[src/rtl/inst_fetch_unit.sv]
// ---------------------------------------------------------------------------
// inst_fetch_unit
//   Upstream fetch stage for the multi-cycle processor. Holds the instruction
//   memory and the fetch PC, and prefetches instructions into a small FIFO
//   that is presented to decode over a valid/ready handshake. The execute
//   stage redirects fetch (branches/jumps) through redirect_valid/redirect_pc.
//
// Ports
//   clk            clock, all state updates on posedge
//   rst_n          asynchronous, active-low reset
//   prog_we        instruction memory write enable
//   prog_addr      instruction memory write address
//   prog_data      instruction word to write
//   redirect_valid flush FIFO and restart fetch at redirect_pc
//   redirect_pc    new fetch address
//   inst_ready     decode accepts the head instruction this cycle
//   inst_valid     FIFO head is valid
//   inst_data      FIFO head instruction word
//   inst_pc        address the head instruction was fetched from
//   done           fetch finished, FIFO empty, no redirect pending
// ---------------------------------------------------------------------------
module inst_fetch_unit #(
    parameter int IMEM_DEPTH = 16,
    parameter int PC_W       = 8,
    parameter int FIFO_DEPTH = 2,
    parameter int MAX_PC     = 11
) (
    input  logic            clk,
    input  logic            rst_n,
    input  logic            prog_we,
    input  logic [PC_W-1:0] prog_addr,
    input  logic [31:0]     prog_data,
    input  logic            redirect_valid,
    input  logic [PC_W-1:0] redirect_pc,
    input  logic            inst_ready,
    output logic            inst_valid,
    output logic [31:0]     inst_data,
    output logic [PC_W-1:0] inst_pc,
    output logic            done
);

    localparam int AW = (IMEM_DEPTH > 1) ? $clog2(IMEM_DEPTH) : 1;
    localparam int PW = $clog2(FIFO_DEPTH);
    localparam int CW = PW + 1;

    localparam logic [PC_W-1:0] MAX_PC_V = PC_W'(MAX_PC);
    localparam logic [PC_W-1:0] DEPTH_V  = PC_W'(IMEM_DEPTH);
    localparam logic [CW-1:0]   FULL_V   = CW'(FIFO_DEPTH);

    logic [31:0]     mem       [IMEM_DEPTH];
    logic [31:0]     fifo_data [FIFO_DEPTH];
    logic [PC_W-1:0] fifo_pc   [FIFO_DEPTH];

    logic [PC_W-1:0] fetch_pc;
    logic [PW-1:0]   rd_ptr;
    logic [PW-1:0]   wr_ptr;
    logic [CW-1:0]   count;

    logic            pop;
    logic            push;
    logic [31:0]     fetch_word;
    logic [PC_W-1:0] fetch_pc_n;
    logic [PW-1:0]   rd_ptr_n;
    logic [PW-1:0]   wr_ptr_n;
    logic [CW-1:0]   count_n;
    logic [31:0]     head_data_n;
    logic [PC_W-1:0] head_pc_n;
    logic            done_n;

    // Next-state logic. The outputs are registered copies of the FIFO head,
    // so the head for the next cycle is computed here. When the FIFO is (or
    // becomes) empty apart from the entry being pushed this edge, that entry
    // has not been written into storage yet, so it is bypassed straight from
    // the memory read. When the FIFO ends up empty, the head values hold.
    always_comb begin
        pop         = inst_valid && inst_ready;
        push        = (fetch_pc < MAX_PC_V) && !redirect_valid &&
                      ((count < FULL_V) || pop);
        fetch_word  = mem[fetch_pc[AW-1:0]];
        fetch_pc_n  = fetch_pc;
        rd_ptr_n    = rd_ptr;
        wr_ptr_n    = wr_ptr;
        count_n     = count;
        head_data_n = inst_data;
        head_pc_n   = inst_pc;

        if (redirect_valid) begin
            fetch_pc_n = redirect_pc;
            rd_ptr_n   = '0;
            wr_ptr_n   = '0;
            count_n    = '0;
        end else begin
            fetch_pc_n = fetch_pc + PC_W'(push);
            rd_ptr_n   = rd_ptr + PW'(pop);
            wr_ptr_n   = wr_ptr + PW'(push);
            count_n    = count + CW'(push) - CW'(pop);
        end

        if (count_n != '0) begin
            if ((count - CW'(pop)) == '0) begin
                head_data_n = fetch_word;
                head_pc_n   = fetch_pc;
            end else begin
                head_data_n = fifo_data[rd_ptr_n];
                head_pc_n   = fifo_pc[rd_ptr_n];
            end
        end

        done_n = (fetch_pc_n >= MAX_PC_V) && (count_n == '0);
    end

    // Control state and registered outputs. Reset discards everything in
    // flight and restarts fetch at PC 0.
    always_ff @(posedge clk or negedge rst_n) begin
        if (!rst_n) begin
            fetch_pc   <= '0;
            rd_ptr     <= '0;
            wr_ptr     <= '0;
            count      <= '0;
            inst_valid <= 1'b0;
            inst_data  <= '0;
            inst_pc    <= '0;
            done       <= 1'b0;
        end else begin
            fetch_pc   <= fetch_pc_n;
            rd_ptr     <= rd_ptr_n;
            wr_ptr     <= wr_ptr_n;
            count      <= count_n;
            inst_valid <= (count_n != '0);
            inst_data  <= head_data_n;
            inst_pc    <= head_pc_n;
            done       <= done_n;
        end
    end

    // Storage without reset: instruction memory survives reset, and stale
    // FIFO slots are never visible because count gates them. A fetch of an
    // address written this same edge sees the old word.
    always_ff @(posedge clk) begin
        if (prog_we && (prog_addr < DEPTH_V)) begin
            mem[prog_addr[AW-1:0]] <= prog_data;
        end
        if (push) begin
            fifo_data[wr_ptr] <= fetch_word;
            fifo_pc[wr_ptr]   <= fetch_pc;
        end
    end

endmodule
[config.mk]
export PLATFORM = sky130hd
export DESIGN_NAME = inst_fetch_unit
export DESIGN_NICKNAME = d
export VERILOG_FILES = /design/src/rtl/inst_fetch_unit.sv
export SDC_FILE = /design/constraint.sdc
export NUM_CORES = 1
export LEC_CHECK = 0
export BUFFER_PORTS_ARGS = -buffer_cell sky130_fd_sc_hd__clkbuf_2
export CAP_MARGIN = 15
export CORE_MARGIN = 2
export CORE_UTILIZATION = 60
export CTS_CLUSTER_SIZE = 10
export DETAILED_ROUTE_END_ITERATION = 7
export PLACE_DENSITY = 0.81
export SYNTH_ARGS = -nofsm -noshare
export SYNTH_HDL_FRONTEND = slang
export SYNTH_SLANG_ARGS = --single-unit
[constraint.sdc]
create_clock -name clk -period 3.6 [get_ports clk]
set_input_delay 0.36 -clock clk [delete_from_list [all_inputs] [get_ports clk]]
set_output_delay 0.36 -clock clk [all_outputs]
set_load 0.01 [all_outputs]
==> results.cfg <==
[clock_tree]
cts_made_buffers = 74
h-tree-depth = 3
cts_buffer_depth = 3
cts_root_buf = clkbuf_16
cts_tree = built
hold_buffers = 1
clock_latency_ns = 0.59
cts_resized = 0
clk_pin_slew_ns = 0.06
cts_setup_buffers = 0
cts_sinks = 646

[drt]
drtAntennaViolNets = 0
drtIter0Drc = 1607
wl_per_cell_um = 29.4
firstDrtPassIters = 5
wirelength_um = 56200
drc = 0
vias = 12600
vias_per_cell = 6.61

[synthesis]
yosysTopAreaCellShare_pct = 70.7
ys_seq_area_share_pct = 76.1
ys.flop_type = edfxtp_1
synth_xor_xnor_area_share_pct = 0.348
ys_ff_latch = 646
synth_top_family_by_area = multiplexers
synthArstFlopShare_pct = 8.36
synth_compound_area_share_pct = 3.91
postSynthAreaPerCell_um2 = 21.1
synth_cells = 1191
yosys-top-cells-area = edfxtp_1 71%, mux4_2 10%, dfrtp_1 5.4%
synth_simple_gate_area_share_pct = 2.52
synth_area_um2 = 25100
synth_mux_area_share_pct = 15.1
ys_warn_count = 0
synth_top_cell_by_area = edfxtp_1
synthesis.nets = 1250
synthAdderAreaFrac_pct = 0.299
synth_edf_count = 592
synth_cell_types = 40

[hold_path]
hold_depth = 3
worstHoldPathType = input pin to flop

[layout]
area_growth_pct = 13.7
final_common_cell = edfxtp_1
utilization_pct = 69.5
final_cell_mix = 592 x edfxtp_1, 114 x mux4_2, 94 x clkbuf_2, 79 x clkbuf_16, 72 x mux2i_1
nFillCells = 2352
finalNetCount = 1382
finalNonFillerCells = 1912
drive_gt1_share_pct = 27.7

[sta]
setup_viol = 0
setup_ws_ns = 0.555
fin_crit_ns = 3.05
worstMarginPinSlew_ns = 1.09
tns_ns = 0
finalCritPeriodShare_pct = 84.6
finalClockSkew_ns = 0.0151
finalHoldViolations = 0
slew_headroom_pct = 27.0
fmax_mhz = 328
rsz0062_at_grt = false
drv_slew = 0

[floorplan]
num_rows = 74
die_w_um = 209
core_um2 = 41100
ios = 95
die_h_um = 209
dieArea_um2 = 43500
initial_core_util_pct = 61.1

[pwr]
power_density_nw_per_um2 = 631
p_leak_uw = 0.00964
total_power_uw = 18000
irDropWorstVdd_v = 0.000484

[grt]
use_met3_pct = 5.70
antenna_found_initial = 2
grt_pass1_vias = 13500
busiest_layer = met2
grt.met1_usage_pct = 35.9
grt_max_degree = 136
track_usage_pct = 26.6
grtUsageMet2_pct = 43.3
grt_pass1_wl_um = 84300
grt.overflow.total = 0

[placed_design]
dp_cells = 1778
hpwl_um = 27400
gp_congestion = 0.763
numPortBuffers = 94
dp_slack_ns = 0.628

[flow_run]
max-cap-violations = 0

[critical_path]
critPathKind = flop to flop
worstPathArrival_ns = 3.50
end_kind = flop
crit_required_ns = 4.06
reg2regPathDepth = 12
cp_max_fo = 43
setup.worst_path.start_class = flop

[run_status]
run_status = complete, no violations
[metal layers]
layer  vias to the layer above  part of all wire [%]
met4                         0                   2.7
met5                         -                     0
met3                       114                    10
met2                       793                    50
met1                      6516                    37
li1                       5206                     -
[flip-flops by register name, indices dropped and copies added (netlist names)]
| signal | count |
|---|---|
| mem | 512 |
| inst_data | 32 |
| rd_ptr | 1 |
| fetch_pc | 8 |
| inst_valid | 1 |
| done | 1 |
| fifo_data | 64 |
| count | 2 |
| inst_pc | 8 |
| fifo_pc | 16 |
| wr_ptr | 1 |
[stage by stage]
| step | hold slack (ns) | cell area [µm²] |
|---|---|---|
| after global routing | 0.0295 | 28600 |
| after global placement | 0.474 | 26400 |
| after CTS | 0.00174 | 28600 |
| final | 0.0283 | 28600 |
| after floorplan | 0.0644 | 25200 |
| after detailed placement | 0.479 | 26400 |
[area by class of cell]
class                      count  area, µm²  share of cell area, %
clock buffer                 130       2180                   7.62
antenna                        2       5.00                 0.0175
sequential                   646      19100                   67.0
timing repair buffer         127        808                   2.83
tap                          532        666                   2.33
multi-input combinational    468       5740                   20.1
inverter                       6       22.5                 0.0788
clock inverter                 1       8.76                 0.0307
[Yosys cell counts (all sizes together), types with 2 or more instances]
master / n
clkbuf: 28
nand2b: 2
o21ai: 12
a21oi: 32
mux4: 128
mux2i: 73
nor3: 38
nor2: 19
buf: 43
nor2b: 36
xor2: 4
ha: 6
a221o: 32
inv: 6
dfrtp: 54
nand2: 22
a21o: 3
nand4: 4
edfxtp: 592
a211oi: 32
mux2: 11
xnor2: 6
[cell families (layout without fill, tap and decap cells)]
family,count (synthesis),count (layout)
flip-flops,646,646
multiplexers,212,212
AND/OR/NAND/NOR,125,125
AO/OA/AOI/OAI,115,115
buffers and inverters,77,264
XOR/XNOR,10,10
adder cells (fa/ha/maj),6,6
other,0,2
[path summary, 6_finish.rpt]
kind                                start       endpoint  slack (ns)
setup / recovery              fetch_pc[1]   inst_data[6]        0.55
hold / removal             redirect_pc[5]    fetch_pc[5]        0.03
setup reg to reg              fetch_pc[1]   inst_data[6]        0.55
hold reg to reg                inst_pc[4]     inst_pc[4]        0.49
max in group asynchronous           rst_n  inst_data[14]        2.04
min in group asynchronous           rst_n     inst_pc[7]        0.49
[critical path: stages, from the launching register on]
cell and delay [ns]:
dfrtp_4 0.55, a21o_1 0.21, nand2_1 0.06, nand4_1 0.12, ha_1 0.30, inv_1 0.04
ha_1 0.18, xnor2_1 0.17, xnor2_1 0.15, o21bai_4 0.17, buf_4 0.45, nor3_1 0.17
a221o_1 0.30
[where the power goes]
part / leakage (µW) / total (µW) / switching (µW) / internal, µW
clock network: 0.00104 / 6840 / 2770 / 4070
registers: 0.00599 / 8770 / 255 / 8510
logic: 0.00261 / 2430 / 1420 / 1010
No activity file was read; power rests on OpenSTA's default activity.
